## src/rtl/regfile_write_sequencer_pkg.sv

```systemverilog
// regfile_write_sequencer_pkg: shared op classes, default addresses and FSM state codes
package regfile_write_sequencer_pkg;
  typedef enum logic [3:0] {
    OP_NOP, OP_CLRF, OP_CLRW, OP_MOVWF, OP_BXF, OP_FSZ, OP_MOVF, OP_ALUXLW, OP_ELSE
  } op_class_e;
  localparam int INDF_DEF   = 0;
  localparam int STATUS_DEF = 3;
  localparam int FSR_DEF    = 4;
  localparam logic [1:0] ST_IDLE    = 2'd0;
  localparam logic [1:0] ST_RESOLVE = 2'd1;
  localparam logic [1:0] ST_COMMIT  = 2'd2;
endpackage

```

## src/rtl/regfile_write_decode.sv

```systemverilog
// regfile_write_decode: class/target/data decode with STATUS flag merge for one captured instruction
module regfile_write_decode
  import regfile_write_sequencer_pkg::*;
#(
  parameter int DATA_WIDTH  = 8,
  parameter int ADDR_WIDTH  = 5,
  parameter int FLAG_WIDTH  = 3,
  parameter int Z_BIT       = 2,
  parameter int INDF_ADDR   = INDF_DEF,
  parameter int STATUS_ADDR = STATUS_DEF,
  parameter int FSR_ADDR    = FSR_DEF
) (
  input  op_class_e               cls,
  input  logic                    ir_d,
  input  logic [ADDR_WIDTH-1:0]   ir_addr,
  input  logic [DATA_WIDTH-1:0]   alu_result,
  input  logic [FLAG_WIDTH-1:0]   alu_flags,
  input  logic [DATA_WIDTH-1:0]   w_in,
  input  logic [DATA_WIDTH-1:0]   status_in,
  input  logic [DATA_WIDTH-1:0]   fsr_in,
  output logic                    file_we,
  output logic [ADDR_WIDTH-1:0]   target,
  output logic [DATA_WIDTH-1:0]   file_data,
  output logic                    gpr_we,
  output logic                    fsr_we,
  output logic                    status_we,
  output logic [DATA_WIDTH-1:0]   status_wdata,
  output logic                    w_we,
  output logic [DATA_WIDTH-1:0]   w_wdata
);
  localparam logic [DATA_WIDTH-1:0] ZMASK = DATA_WIDTH'(1) << Z_BIT;
  logic dual, z_cls, f_cls, to_status;
  logic [DATA_WIDTH-1:0] raw, base, flag_data;
  always_comb begin
    dual = cls inside {OP_FSZ, OP_MOVF, OP_ELSE};
    z_cls = cls inside {OP_CLRF, OP_CLRW};
    f_cls = cls inside {OP_MOVF, OP_ALUXLW, OP_ELSE};
    target = (ir_addr == ADDR_WIDTH'(INDF_ADDR)) ? fsr_in[ADDR_WIDTH-1:0] : ir_addr;
    file_we = ((cls inside {OP_CLRF, OP_MOVWF, OP_BXF}) || (dual && ir_d)) && target != ADDR_WIDTH'(INDF_ADDR);
    raw = (cls == OP_CLRF) ? '0 : (cls == OP_MOVWF) ? w_in : alu_result;
    to_status = file_we && target == ADDR_WIDTH'(STATUS_ADDR);
    // A file write to STATUS becomes the base that the flag update merges into
    base = to_status ? raw : status_in;
    flag_data = z_cls ? (base | ZMASK) : f_cls ? {base[DATA_WIDTH-1:FLAG_WIDTH], alu_flags} : base;
    file_data = to_status ? flag_data : raw;
    status_we = to_status || z_cls || f_cls;
    status_wdata = flag_data;
    fsr_we = file_we && target == ADDR_WIDTH'(FSR_ADDR);
    gpr_we = file_we && !to_status && !fsr_we;
    w_we = (cls inside {OP_CLRW, OP_ALUXLW}) || (dual && !ir_d);
    w_wdata = (cls == OP_CLRW) ? '0 : alu_result;
  end
endmodule

```

## src/rtl/regfile_write_sequencer.sv

```systemverilog
// regfile_write_sequencer: captures an issued instruction, resolves it, then emits one cycle of write strobes
module regfile_write_sequencer
  import regfile_write_sequencer_pkg::*;
#(
  parameter int DATA_WIDTH  = 8,
  parameter int ADDR_WIDTH  = 5,
  parameter int FLAG_WIDTH  = 3,
  parameter int Z_BIT       = 2,
  parameter int INDF_ADDR   = INDF_DEF,
  parameter int STATUS_ADDR = STATUS_DEF,
  parameter int FSR_ADDR    = FSR_DEF
) (
  input  logic                  clk,
  input  logic                  rst_n,
  input  logic                  issue_valid,
  output logic                  issue_ready,
  input  op_class_e             op_class,
  input  logic                  ir_d,
  input  logic [ADDR_WIDTH-1:0] ir_addr,
  input  logic [DATA_WIDTH-1:0] alu_result,
  input  logic [FLAG_WIDTH-1:0] alu_flags,
  input  logic [DATA_WIDTH-1:0] w_in,
  input  logic [DATA_WIDTH-1:0] status_in,
  input  logic [DATA_WIDTH-1:0] fsr_in,
  output logic                  gpr_we,
  output logic [ADDR_WIDTH-1:0] gpr_waddr,
  output logic [DATA_WIDTH-1:0] gpr_wdata,
  output logic                  status_we,
  output logic [DATA_WIDTH-1:0] status_wdata,
  output logic                  fsr_we,
  output logic [DATA_WIDTH-1:0] fsr_wdata,
  output logic                  w_we,
  output logic [DATA_WIDTH-1:0] w_wdata,
  output logic                  fwd_valid,
  output logic [ADDR_WIDTH-1:0] fwd_addr,
  output logic [DATA_WIDTH-1:0] fwd_data
);
  logic [1:0] state_q, state_d;
  logic ready_q, ready_d, take, load;
  op_class_e cls_q, cls_d;
  logic d_q, d_d;
  logic [ADDR_WIDTH-1:0] addr_q, addr_d;
  logic [FLAG_WIDTH-1:0] flags_q, flags_d;
  logic [DATA_WIDTH-1:0] alu_q, alu_d, w_q, w_d, st_q, st_d, fsr_q, fsr_d;
  logic dec_file_we, dec_gpr_we, dec_fsr_we, dec_status_we, dec_w_we;
  logic [ADDR_WIDTH-1:0] dec_target;
  logic [DATA_WIDTH-1:0] dec_file_data, dec_status_wdata, dec_w_wdata;
  logic gpr_we_q, gpr_we_d, status_we_q, status_we_d, fsr_we_q, fsr_we_d, w_we_q, w_we_d;
  logic [ADDR_WIDTH-1:0] gpr_waddr_q, gpr_waddr_d;
  logic [DATA_WIDTH-1:0] gpr_wdata_q, gpr_wdata_d, status_wdata_q, status_wdata_d;
  logic [DATA_WIDTH-1:0] fsr_wdata_q, fsr_wdata_d, w_wdata_q, w_wdata_d;

  regfile_write_decode #(
    .DATA_WIDTH(DATA_WIDTH), .ADDR_WIDTH(ADDR_WIDTH), .FLAG_WIDTH(FLAG_WIDTH), .Z_BIT(Z_BIT),
    .INDF_ADDR(INDF_ADDR), .STATUS_ADDR(STATUS_ADDR), .FSR_ADDR(FSR_ADDR)
  ) u_decode (
    .cls(cls_q), .ir_d(d_q), .ir_addr(addr_q), .alu_result(alu_q), .alu_flags(flags_q),
    .w_in(w_q), .status_in(st_q), .fsr_in(fsr_q),
    .file_we(dec_file_we), .target(dec_target), .file_data(dec_file_data),
    .gpr_we(dec_gpr_we), .fsr_we(dec_fsr_we), .status_we(dec_status_we),
    .status_wdata(dec_status_wdata), .w_we(dec_w_we), .w_wdata(dec_w_wdata)
  );

  always_comb begin
    take = issue_valid && ready_q;
    state_d = take ? ST_RESOLVE : (state_q == ST_RESOLVE) ? ST_COMMIT : ST_IDLE;
    ready_d = state_d != ST_RESOLVE;
    cls_d = take ? op_class : cls_q;
    d_d = take ? ir_d : d_q;
    addr_d = take ? ir_addr : addr_q;
    flags_d = take ? alu_flags : flags_q;
    alu_d = take ? alu_result : alu_q;
    w_d = take ? w_in : w_q;
    st_d = take ? status_in : st_q;
    fsr_d = take ? fsr_in : fsr_q;
    // Output registers load only on the RESOLVE->COMMIT edge, so strobes last exactly one cycle
    load = state_q == ST_RESOLVE;
    gpr_we_d = load && dec_gpr_we;
    gpr_waddr_d = gpr_we_d ? dec_target : '0;
    gpr_wdata_d = gpr_we_d ? dec_file_data : '0;
    status_we_d = load && dec_status_we;
    status_wdata_d = status_we_d ? dec_status_wdata : '0;
    fsr_we_d = load && dec_fsr_we;
    fsr_wdata_d = fsr_we_d ? dec_file_data : '0;
    w_we_d = load && dec_w_we;
    w_wdata_d = w_we_d ? dec_w_wdata : '0;
  end

  always_ff @(posedge clk) begin
    if (!rst_n) begin
      state_q <= ST_IDLE;
      ready_q <= 1'b0;
      cls_q <= OP_NOP;
      d_q <= 1'b0;
      addr_q <= '0;
      flags_q <= '0;
      alu_q <= '0;
      w_q <= '0;
      st_q <= '0;
      fsr_q <= '0;
      gpr_we_q <= 1'b0;
      gpr_waddr_q <= '0;
      gpr_wdata_q <= '0;
      status_we_q <= 1'b0;
      status_wdata_q <= '0;
      fsr_we_q <= 1'b0;
      fsr_wdata_q <= '0;
      w_we_q <= 1'b0;
      w_wdata_q <= '0;
    end else begin
      state_q <= state_d;
      ready_q <= ready_d;
      cls_q <= cls_d;
      d_q <= d_d;
      addr_q <= addr_d;
      flags_q <= flags_d;
      alu_q <= alu_d;
      w_q <= w_d;
      st_q <= st_d;
      fsr_q <= fsr_d;
      gpr_we_q <= gpr_we_d;
      gpr_waddr_q <= gpr_waddr_d;
      gpr_wdata_q <= gpr_wdata_d;
      status_we_q <= status_we_d;
      status_wdata_q <= status_wdata_d;
      fsr_we_q <= fsr_we_d;
      fsr_wdata_q <= fsr_wdata_d;
      w_we_q <= w_we_d;
      w_wdata_q <= w_wdata_d;
    end
  end

  assign issue_ready = ready_q;
  assign gpr_we = gpr_we_q;
  assign gpr_waddr = gpr_waddr_q;
  assign gpr_wdata = gpr_wdata_q;
  assign status_we = status_we_q;
  assign status_wdata = status_wdata_q;
  assign fsr_we = fsr_we_q;
  assign fsr_wdata = fsr_wdata_q;
  assign w_we = w_we_q;
  assign w_wdata = w_wdata_q;
  // Captured operands stay stable through RESOLVE and COMMIT, so forwarding decodes them directly
  assign fwd_valid = (state_q != ST_IDLE) && dec_file_we;
  assign fwd_addr = fwd_valid ? dec_target : '0;
  assign fwd_data = fwd_valid ? dec_file_data : '0;
endmodule

```

## config.mk

```make
export PLATFORM = sky130hd
export DESIGN_NAME = regfile_write_sequencer
export DESIGN_NICKNAME = d
export VERILOG_FILES = /design/src/rtl/regfile_write_sequencer_pkg.sv /design/src/rtl/regfile_write_decode.sv /design/src/rtl/regfile_write_sequencer.sv
export SDC_FILE = /design/constraint.sdc
export NUM_CORES = 1
export LEC_CHECK = 0
export CAP_MARGIN = 0
export CORE_ASPECT_RATIO = 1.25
export CORE_MARGIN = 3
export CORE_UTILIZATION = 40
export DETAILED_ROUTE_END_ITERATION = 10
export DONT_BUFFER_PORTS = 1
export GPL_TIMING_DRIVEN = 0
export SLEW_MARGIN = 0
export SYNTH_ARGS = -nofsm -noshare
export SYNTH_HDL_FRONTEND = slang
export SYNTH_SLANG_ARGS = --single-unit
```

## constraint.sdc

```tcl
create_clock -name clk -period 4.05 [get_ports clk]
set_input_delay 0.81 -clock clk [delete_from_list [all_inputs] [get_ports clk]]
set_output_delay 0.81 -clock clk [all_outputs]
set_load 0.1 [all_outputs]
```

## Word-level counts from Yosys, hierarchy flattened

Index checks and enable logic that the tools add are counted.
Widths: inputs -> output; s select.

- Flip-flop bits (word level): 86
- Output and inout port bits: 56

- Bitwise logic cells: 2
- Reductions and logical operators: 32
- Equality and inequality tests: 12
- Mux-type cells: 11

Operators by type and width:

| kind | number |
|---|---|
| $mux 8 | 5 |
| $eq 4x3->1 const B | 4 |
| $logic_and 1x1->1 | 13 |
| $mux 5 | 2 |
| $reduce_bool 3->1 | 3 |
| $eq 4x2->1 const B | 2 |
| $mux 3 | 2 |
| $reduce_and 2->1 | 3 |
| $reduce_bool 2->1 | 3 |
| $eq 5x2->1 const B | 1 |
| $eq 5x3->1 const B | 1 |
| $logic_not 5->1 | 1 |
| $reduce_bool 5->1 | 1 |
| $eq 4x1->1 const B | 1 |
| $eq 4x4->1 const B | 1 |
| $logic_or 1x1->1 | 4 |
| $mux 2 | 2 |
| $logic_not 1->1 | 3 |
| $reduce_or 3->1 | 1 |
| $eq 2x1->1 const B | 1 |
| $ne 2x1->1 const B | 1 |
| $not 1->1 | 2 |

## Longest topological paths before layout

Gate-level depths: netlist of run 1.

- Depth in word-level cells: 11
- Depth in mapped cells: 7
- Mapped depth without buffers: 5

## Cells and area by module

A second synthesis of run 1 with hierarchy kept.

- Cell total of the unflattened synthesis: 421
- Area, all modules: 3733.6 µm²

Modules (own cells, without submodules):

| module | area an instance (µm²) | sequential area each (µm²) | instances | cells each |
|---|---|---|---|---|
| regfile_write_sequencer | 3024.2 | 1781.7 | 1 | 314 |
| regfile_write_decode | 709.4 | 0.0 | 1 | 107 |

## Worst setup path before layout of run 1

Ideal clock, no wire load.

- Kind: reg2out
- Start point: reg cls_q[0]
- End point: out fwd_data[2]
- Required time: 3.240 ns
- Cell stages (with the launch flop): 7
- Arrival time: 3.820 ns
- Slack: -0.580 ns
- Path through: dfxtp_1 buf_2 mux2i_1 o221ai_1 clkbuf_1 a31oi_1 a211oi_1

- Longest elaborated chain between the ends: 11
- Elaborated cells on any way between the ends: 24
- Classes of those cells: eq/ne (8); mux (7); reduce/logical (9)

Ends and longest elaborated chain:

| element | line | text |
|---|---|---|
| from (decl) | regfile_write_sequencer.sv:40 | `op_class_e cls_q, cls_d;` |
| from (signal assigned) | regfile_write_sequencer.sv:113 | `cls_q <= cls_d;` |
| $eq 4x3->1 (tied with other cells) | regfile_write_decode.sv:35 | `dual = cls inside {OP_FSZ, OP_MOVF, OP_ELSE};` |
| $reduce_bool 3->1 | regfile_write_decode.sv:35 |  |
| $logic_and 1x1->1 | regfile_write_decode.sv:39 | `file_we = ((cls inside {OP_CLRF, OP_MOVWF, OP_BXF}) \|\| (dual && ir_d)) && target != ADDR_WIDTH'(INDF_ADDR);` |
| $logic_or 1x1->1 | regfile_write_decode.sv:39 |  |
| $logic_and 1x1->1 | regfile_write_decode.sv:39 |  |
| $logic_and 1x1->1 | regfile_write_decode.sv:41 | `to_status = file_we && target == ADDR_WIDTH'(STATUS_ADDR);` |
| $mux 8 | regfile_write_decode.sv:43 | `base = to_status ? raw : status_in;` |
| $mux 3 (2 in a row) | regfile_write_decode.sv:44 | `flag_data = z_cls ? (base \| ZMASK) : f_cls ? {base[DATA_WIDTH-1:FLAG_WIDTH], alu_flags} : base;` |
| $mux 8 | regfile_write_decode.sv:45 | `file_data = to_status ? flag_data : raw;` |
| $mux 8 * | regfile_write_sequencer.sv:146 | `assign fwd_data = fwd_valid ? dec_file_data : '0;` |
| to (decl) | regfile_write_sequencer.sv:36 | `output logic [DATA_WIDTH-1:0] fwd_data` |

Mark *: on every way between the ends. The rest lies on a longest branch, timed or not.

## Worst setup path in the final report of run 1

- Start point: reg addr_q[0]
- End point: out fwd_data[1]

- Longest elaborated chain between the ends: 10
- Elaborated cells on any way between the ends: 12
- Classes of those cells: eq/ne (1); mux (6); reduce/logical (5)

Ends and longest elaborated chain:

| element | line | text |
|---|---|---|
| from (decl) | regfile_write_sequencer.sv:42 | `logic [ADDR_WIDTH-1:0] addr_q, addr_d;` |
| from (signal assigned) | regfile_write_sequencer.sv:115 | `addr_q <= addr_d;` |
| $logic_not 5->1 | regfile_write_decode.sv:38 | `target = (ir_addr == ADDR_WIDTH'(INDF_ADDR)) ? fsr_in[ADDR_WIDTH-1:0] : ir_addr;` |
| $mux 5 * | regfile_write_decode.sv:38 |  |
| $reduce_bool 5->1 | regfile_write_decode.sv:39 |  |
| $logic_and 1x1->1 | regfile_write_decode.sv:39 |  |
| $logic_and 1x1->1 | regfile_write_decode.sv:41 |  |
| $mux 8 | regfile_write_decode.sv:43 |  |
| $mux 3 (2 in a row) | regfile_write_decode.sv:44 |  |
| $mux 8 | regfile_write_decode.sv:45 |  |
| $mux 8 * | regfile_write_sequencer.sv:146 |  |

Marks and branches as above.

==> impl_metrics.json, run 1 <==
{
  "crit_path_start_kind": "flip-flop",
  "grt_pass1_wl_mm": 12.6,
  "hpwlAfterDp_mm": 5.76,
  "antenna_found_initial": 0,
  "drt_pass1_iterations": 4,
  "insertion_delay_ns": 0.35,
  "gp_congestion": 0.815,
  "ys_seq_area_share_pct": 54.9,
  "cts_tree": "yes",
  "grt_max_degree": 15,
  "cap_violations": 0,
  "clk_pin_slew_worst_paths_ns": 0.08,
  "routed_via_density": 5.77,
  "fin_cells": 407,
  "final-hold-violation-count": 0,
  "die_w_um": 84.8,
  "tightest_slew_ns": 1.11,
  "wl_per_cell_um": 19.6,
  "power.leakage_nw": 1.26,
  "status": "completed",
  "crit_required_ns": 3.24,
  "synth_cell_type_count": 47,
  "die_h_um": 104,
  "layout_common_cells": "dfxtp_1, a22o_1, nor2_1",
  "syn_nets": 347,
  "relSlewSlack_pct": 25.6,
  "portBuffers": 0,
  "fmax_mhz": 257,
  "drv_slew": 0,
  "reg2reg_slack_ns": 1.64,
  "cp_max_fo": 10,
  "cts_buffers": 9,
  "critPathCaptureType": "output pin",
  "dieArea_um2": 8850,
  "r2r-start": "addr_q[0]$_SDFFE_PN0P_",
  "synth-main-ff-cell": "dfxtp_1",
  "routed_wl_mm": 8.00,
  "cp-endpoint": "fwd_data[1]",
  "post_cts_buffers": 0,
  "period_share_pct": 95.9,
  "antenna_left": 0,
  "critical_path_class": "reg2out",
  "dp_cells": 391,
  "netlist_area_um2": 3100,
  "hold_class": "reg2reg",
  "r2r_cells": 5,
  "diodes": 0,
  "p_per_area_nw_per_um2": 443,
  "drt_iter0_drc": 148,
  "hold_buffers": 0,
  "rows": 35,
  "multi_input_area_um2": 1410,
  "root_buffer": "clkbuf_8",
  "seqCellArea_um2": 1700,
  "synth_warnings": 0,
  "grt_use_total_pct": 18.5,
  "fill_cells": 720,
  "crit_start": "addr_q[0]$_SDFFE_PN0P_",
  "start_util_pct": 41.7,
  "grt_pass1_vias": 2265,
  "place_area_um2": 3280,
  "syn_to_final_growth_pct": 14.4,
  "cts_sinks": 85,
  "core_area_um2": 7440,
  "min_period_ns": 3.88,
  "htreeDepth": 3,
  "syn_area_per_cell_um2": 10.4,
  "syn-instance-count": 299,
  "r2r_end": "fsr_wdata[0]$_SDFF_PN0_",
  "ios": 104,
  "peakVddDrop_mv": 0.220,
  "async_reset_ff_share_pct": 0,
  "fin_nets": 358,
  "drc_errors": 0,
  "final_common_cell": "dfxtp_1",
  "setup_viol": 0,
  "synth_seq_cells": 85,
  "drive_gt1_share_pct": 18.1,
  "crit_arrival_ns": 3.07,
  "synth_edf_count": 0,
  "routed-via-count": 2349,
  "design_area_um2": 3550,
  "grt_overflow": 0,
  "finalClockSkew_ns": 0.0114,
  "fin_hold_ws_ns": 0.470,
  "ctsLongestPathBuffers": 2,
  "grt_setup_unrepaired": "no"
}
-- state kept, by name (all words and copies together), names as in the netlist, 2 cells and up --
signal        count
addr_q            5
fsr_q             5
w_q               8
status_wdata      8
fsr_wdata         8
state_q           2
cls_q             4
gpr_waddr         5
st_q              7
alu_q             8
w_wdata           8
gpr_wdata         8
flags_q           3
-- critical path, stage by stage (launching register included) --
cell,delay [ns]
dfxtp_1,0.38
or3b_4,0.45
a2111oi_4,0.40
and3_2,0.29
buf_6,0.15
a31oi_1,0.17
nor3_4,0.88
-- worst min path at each step --
stage | startpoint | endpoint | cells past startpoint
3_5_place_dp | w_q[5]$_SDFFE_PN0P_ | w_q[5]$_SDFFE_PN0P_ | 1
5_1_grt | st_q[0]$_SDFFE_PN0P_ | st_q[0]$_SDFFE_PN0P_ | 1
3_3_place_gp | w_q[5]$_SDFFE_PN0P_ | w_q[5]$_SDFFE_PN0P_ | 1
4_1_cts | w_q[6]$_SDFFE_PN0P_ | w_q[6]$_SDFFE_PN0P_ | 1
2_1_floorplan | w_q[3]$_SDFFE_PN0P_ | w_q[3]$_SDFFE_PN0P_ | 1
6_report | fsr_q[1]$_SDFFE_PN0P_ | fsr_q[1]$_SDFFE_PN0P_ | 1
-- stage by stage --
step	setup TNS, ns	utilization [%]	setup slack (ns)	total power [mW]
floorplan	0	-	0.258	0.992
global placement	-2.76	43.4	-0.319	1.02
detailed placement	-0.788	44.0	-0.0982	1.03
CTS	-0.773	47.0	-0.164	1.58
global route	0	47.6	0.0212	1.63
finish	0	47.6	0.166	1.57
-- cell usage after synthesis, types with 2 or more instances --
master     count  area [um^2]
a2111oi_2      5         75.1
a211oi_1       4         30.0
a21oi_1       15         75.1
a22o_1        41          359
a2bb2oi_1      3         26.3
a31oi_1        8         50.1
a41oi_1        2         17.5
and2_1         9         56.3
and3_1         6         37.5
buf_2          4         20.0
clkbuf_1      16         60.1
dfxtp_1       85         1700
inv_1          7         26.3
mux2i_1        3         30.0
nand2_1        8         30.0
nand3_1        7         35.0
nand3b_1       2         15.0
nor2_1        35          131
nor3_1         8         40.0
nor4_1         2         12.5
nor4b_1        2         17.5
o221ai_1       2         17.5
-- cell type report --
cell class                 count  share of cell area (%)
sequential                    85                    48.0
multi-input combinational    185                    39.9
clock buffer                  11                    4.27
tap                           92                    3.25
buffer                        21                    2.72
clock inverter                 5                   0.988
inverter                       8                   0.952
-- kinds of logic (layout without fill, tap and decap cells) --
logic type,Yosys count,count (layout),share of synthesized area [%]
muxes,3,3,0.968
DFF,85,85,54.9
buffers and inverters,29,45,3.91
xor gates and xnor gates,1,1,0.282
AOI/OAI and AO/OA,89,89,24.2
and+or+nand+nor,92,92,15.8
-- report_power, final --
| part | switching (mW) | leakage [nW] | total (mW) | internal [mW] |
|---|---|---|---|---|
| logic | 0.0851 | 0.475 | 0.130 | 0.0450 |
| clock network | 0.302 | 0.0953 | 0.558 | 0.256 |
| registers | 0.0276 | 0.689 | 0.884 | 0.856 |
| total | 0.414 | 1.26 | 1.57 | 1.16 |
-- repair_timing --
item / CTS / global route
pin swaps: 1 / 3
resized for setup: 7 / 12
setup endpoints to repair: 14 / 11
-- layer usage --
layer	part of all wire (%)	vias to the layer above	global-route usage (%)
li1	-	1128	-
met1	43	1124	23.5
met2	49	86	29.4
met3	7.1	11	5.63
met4	1.5	0	6.67
met5	0	-	0
No activity file was read; power rests on OpenSTA's default activity.
==> run 2, diff against run 1 <==
- RECOVER_POWER: default -> 25
==> impl_metrics.json, run 2 (synthesis results as in run 1) <==
{
  "fin_nets": 358,
  "setup_viol": 0,
  "cts_sinks": 85,
  "die_h_um": 104,
  "start_util_pct": 41.7,
  "diodes": 0,
  "critical_path_class": "reg2out",
  "grt_pass1_vias": 2265,
  "wl_per_cell_um": 19.6,
  "root_buffer": "clkbuf_8",
  "cts_tree": "yes",
  "final_common_cell": "dfxtp_1",
  "post_cts_buffers": 0,
  "hpwlAfterDp_mm": 5.76,
  "grt_setup_unrepaired": "no",
  "grt_overflow": 0,
  "rows": 35,
  "critPathCaptureType": "output pin",
  "antenna_found_initial": 0,
  "dieArea_um2": 8850,
  "clk_pin_slew_worst_paths_ns": 0.08,
  "grt_pass1_wl_mm": 12.6,
  "syn_to_final_growth_pct": 14.4,
  "grt_max_degree": 15,
  "gp_congestion": 0.815,
  "routed-via-count": 2351,
  "portBuffers": 0,
  "cp_cell_sequence": "or3b_4 > a2111oi_4 > and3_2 > buf_6 > a31oi_1 > nor3_4",
  "fmax_mhz": 257,
  "core_area_um2": 7440,
  "crit_path_start_kind": "flip-flop",
  "max_stage_delay_ns": 0.88,
  "cts_buffers": 9,
  "layout_common_cells": "dfxtp_1, a22o_1, nor2_1",
  "fin_ws_ns": 0.166,
  "peakVddDrop_mv": 0.220,
  "die_w_um": 84.8,
  "tightest_slew_ns": 1.11,
  "antenna_left": 0,
  "ctsLongestPathBuffers": 2,
  "htreeDepth": 3,
  "drive_gt1_share_pct": 18.1,
  "finalClockSkew_ns": 0.0114,
  "drv_slew": 0,
  "hold_class": "reg2reg",
  "insertion_delay_ns": 0.35,
  "tns_ns": 0,
  "routed_wl_mm": 8.00,
  "crit_arrival_ns": 3.07,
  "place_ws_ns": -0.0982,
  "crit_required_ns": 3.24,
  "power.leakage_nw": 1.26,
  "cap_violations": 0,
  "slowest_stage": "nor3_4",
  "drt_iter0_drc": 148,
  "min_period_ns": 3.88,
  "relSlewSlack_pct": 25.6,
  "ios": 104,
  "fill_cells": 720,
  "routed_via_density": 5.78,
  "final-hold-violation-count": 0,
  "drt_pass1_iterations": 4,
  "period_share_pct": 95.9,
  "p_per_area_nw_per_um2": 443,
  "drc_errors": 0,
  "status": "completed",
  "hold_buffers": 0,
  "cp_max_fo": 10,
  "grt_use_total_pct": 18.5
}
## run 2: cell counts in the layout (fill, tap and decap cells not counted)
No cell type changed its count.
## run 2: path summary, 6_finish.rpt
check                               from                 endpoint  slack (ns)  cells after the start
setup / recovery  addr_q[0]$_SDFFE_PN0P_              fwd_data[1]        0.17                      6
hold / removal     fsr_q[1]$_SDFFE_PN0P_    fsr_q[1]$_SDFFE_PN0P_        0.47                      1
setup reg to reg  addr_q[0]$_SDFFE_PN0P_  fsr_wdata[0]$_SDFF_PN0_        1.64                      5
hold reg to reg    fsr_q[1]$_SDFFE_PN0P_    fsr_q[1]$_SDFFE_PN0P_        0.47                      1
## run 2: final cells by class
cell class,count,area [um^2],area share [%]
Sequential cell,85,1700,48.0
Tap cell,92,115,3.25
Buffer,21,96.3,2.72
Clock buffer,11,151,4.27
Multi-Input combinational cell,185,1410,39.9
Clock inverter,5,35.0,0.988
Inverter,8,33.8,0.952
## run 2: per-layer routing
metal	up-vias	share of wire, %	global-route usage, %
met5	-	0	0
met4	0	1.5	6.67
met3	11	7.5	5.63
met2	89	49	29.4
met1	1123	42	23.5
li1	1128	-	-
## run 2: metrics by stage
step,cell area (um^2),instances,power [mW],utilization [%],hold slack (ns)
after detailed placement,3280,391,1.03,44.0,0.450
after global routing,3550,407,1.63,47.6,0.507
final,3550,407,1.57,47.6,0.470
after CTS,3500,407,1.58,47.0,0.476
after global placement,3230,391,1.02,43.4,0.450
after floorplan,3120,299,0.992,-,0.434
## run 2: timing repair
action	in CTS	in global routing
gates resized for setup	7	12
pin swaps	1	3
endpoints found under the setup margin	14	11
## run 2: worst max-delay path, delay by kind of cell, from the launching register on
kind	cells	cell delay, ns
AO/OA/AOI/OAI	2	0.57
buffers and inverters	1	0.15
flip-flops	1	0.38
AND/OR/NAND/NOR	3	1.62
## run 2: report_power, final
| part | internal (mW) | leakage [nW] | switching (mW) |
|---|---|---|---|
| Combinational | 0.0450 | 0.474 | 0.0851 |
| Sequential | 0.856 | 0.689 | 0.0276 |
| Clock | 0.256 | 0.0953 | 0.302 |
| Total | 1.16 | 1.26 | 0.414 |
==> run 3, diff against run 2 <==
- ABC_AREA: default -> 1
- REMOVE_ABC_BUFFERS: default -> 1
==> impl_metrics.json, run 3 <==
{
  "start_util_pct": 41.6,
  "drive_gt1_share_pct": 12.4,
  "ys_seq_area_share_pct": 55.2,
  "grt_setup_unrepaired": "yes",
  "path_buf_inv": 1,
  "synth_cell_type_count": 25,
  "final_common_cell": "dfxtp_1",
  "synth_edf_count": 0,
  "synth-main-ff-cell": "dfxtp_1",
  "antenna_left": 0,
  "peakVddDrop_mv": 0.283,
  "cp-endpoint": "fwd_data[1]",
  "grt_max_degree": 44,
  "syn_to_final_growth_pct": 8.43,
  "relSlewSlack_pct": 27.5,
  "grt_pass1_wl_mm": 11.3,
  "drc_errors": 0,
  "ios": 104,
  "critical_path_class": "reg2out",
  "htreeDepth": 3,
  "netlist_area_um2": 3120,
  "portBuffers": 0,
  "critPathCaptureType": "output pin",
  "p_per_area_nw_per_um2": 460,
  "critical_path_depth": 9,
  "yosysMostFrequentCell": "dfxtp_1",
  "layout_common_cells": "dfxtp_1, nand2_1, inv_1",
  "core_area_um2": 7490,
  "fin_ws_ns": -0.0757,
  "finalPower_mw": 1.56,
  "diodes": 0,
  "cp_max_fo": 12,
  "grt_use_total_pct": 16.2,
  "min-delay-start": "st_q[4]$_SDFFE_PN0P_",
  "grt_overflow": 0,
  "min_period_ns": 4.13,
  "die_w_um": 85.0,
  "antenna_found_initial": 0,
  "routed_via_density": 4.94,
  "ctsLongestPathBuffers": 2,
  "fmax_mhz": 242,
  "hold_buffers": 0,
  "cts_tree": "yes",
  "synth_largest_area_cell": "dfxtp_1",
  "drv_slew": 0,
  "cts_buffers": 9,
  "synthTopCellsByCount": "dfxtp_1, nand2_1, nor2_1",
  "drt_pass1_iterations": 5,
  "fin_nets": 431,
  "ys_top_cells_by_area": "dfxtp_1, nand2_1, nor2_1",
  "insertion_delay_ns": 0.35,
  "cp_cell_sequence": "nor2_2 > nand3_1 > o21ai_2 > nor2_4 > nand2_2 > nand2_2 > a21oi_4 > inv_2 > nor2_2",
  "crit_arrival_ns": 3.32,
  "die_h_um": 105,
  "grt_pass1_vias": 2256,
  "crit_family": "simple AND/OR/NAND/NOR gates",
  "rows": 35,
  "violations": "setup timing",
  "r2r_cells": 4,
  "slowest_stage": "nor2_2",
  "hpwlAfterDp_mm": 5.22,
  "cap_violations": 0,
  "syn-instance-count": 383,
  "routed_wl_mm": 7.07,
  "gp_congestion": 0.776,
  "syn_area_per_cell_um2": 8.14,
  "synth_top_area_share_pct": 55.2,
  "power.leakage_nw": 1.27,
  "hold_class": "reg2reg",
  "period_share_pct": 102,
  "r2r_end": "flags_q[1]$_SDFFE_PN0P_",
  "dp_cells": 464,
  "final_core_util_pct": 45.1,
  "r2r-start": "issue_ready$_SDFF_PN0_",
  "root_buffer": "clkbuf_8",
  "cts_sinks": 86,
  "reg2reg_slack_ns": 1.09,
  "fin_cells": 478,
  "async_reset_ff_share_pct": 0,
  "max_stage_delay_ns": 0.92,
  "design_area_um2": 3380,
  "finalClockSkew_ns": 0.0119,
  "routed-via-count": 2360,
  "wl_per_cell_um": 14.8,
  "place_area_um2": 3200,
  "tightest_slew_ns": 1.09,
  "crit_start": "addr_q[1]$_SDFFE_PN0P_",
  "crit_required_ns": 3.24,
  "crit_path_start_kind": "flip-flop",
  "synth_seq_cells": 86,
  "clk_pin_slew_worst_paths_ns": 0.08,
  "status": "finished, violations left",
  "final-hold-violation-count": 0,
  "setup_viol": 11,
  "synth_warnings": 0,
  "dieArea_um2": 8900,
  "drt_iter0_drc": 116,
  "post_cts_buffers": 0
}
run 3: worst min path at each step:
| stage | end | slack, ns | cells after the start |
|---|---|---|---|
| 3_5_place_dp | st_q[4]$_SDFFE_PN0P_ | 0.44 | 2 |
| 5_1_grt | st_q[5]$_SDFFE_PN0P_ | 0.47 | 2 |
| 3_3_place_gp | st_q[4]$_SDFFE_PN0P_ | 0.43 | 2 |
| 4_1_cts | st_q[4]$_SDFFE_PN0P_ | 0.45 | 2 |
| 6_report | st_q[4]$_SDFFE_PN0P_ | 0.45 | 2 |
| 2_1_floorplan | st_q[3]$_SDFFE_PN0P_ | 0.42 | 2 |
run 3: cell type report:
cell class | count | area, um^2
sequential | 86 | 1720
fill | 769 | 4110
clock inverter | 4 | 50.0
clock buffer | 10 | 128
multi-input combinational | 230 | 1150
inverter | 56 | 214
tap | 92 | 115
run 3: timing repair:
action / CTS / global route
gates resized for setup: 1 / 0
endpoints found under the hold margin: 0 / 0
setup endpoints to repair: 12 / 11
gates cloned: 0 / 0
run 3: metrics by stage:
step / worst slack [ns] / hold slack (ns) / TNS [ns]
global placement: -0.121 / 0.431 / -1.05
CTS: -0.110 / 0.455 / -1.01
finish: -0.0757 / 0.452 / -0.529
floorplan: 0.168 / 0.419 / 0
detailed placement: 0.287 / 0.438 / 0
global route: -0.242 / 0.470 / -2.35
run 3: worst reg2reg max path, stage by stage, from the launching register on:
cell and delay (ns):
dfxtp_1 0.97, nand2_1 0.25, nand2_1 0.81, inv_1 0.52
a22o_1 0.31
run 3: cells by family after synthesis:
logic type	Yosys count	synth area share (%)
buffers and inverters	67	8.79
flip-flops	86	55.2
AND/OR/NAND/NOR	168	23.6
AO/OA/AOI/OAI	62	12.4
run 3: routing by layer:
layer	global-route usage [%]	up-vias	wire length (um)
met5	0	-	0
met4	6.22	0	131
met3	4.81	12	510
met2	24.6	87	3300
met1	21.5	1070	3140
li1	-	1191	-
run 3: report_power, final:
part	internal [mW]	total [mW]	leakage [nW]	switching (mW)
clock	0.277	0.560	0.0842	0.283
sequential	0.867	0.887	0.698	0.0201
combinational	0.0308	0.109	0.486	0.0784
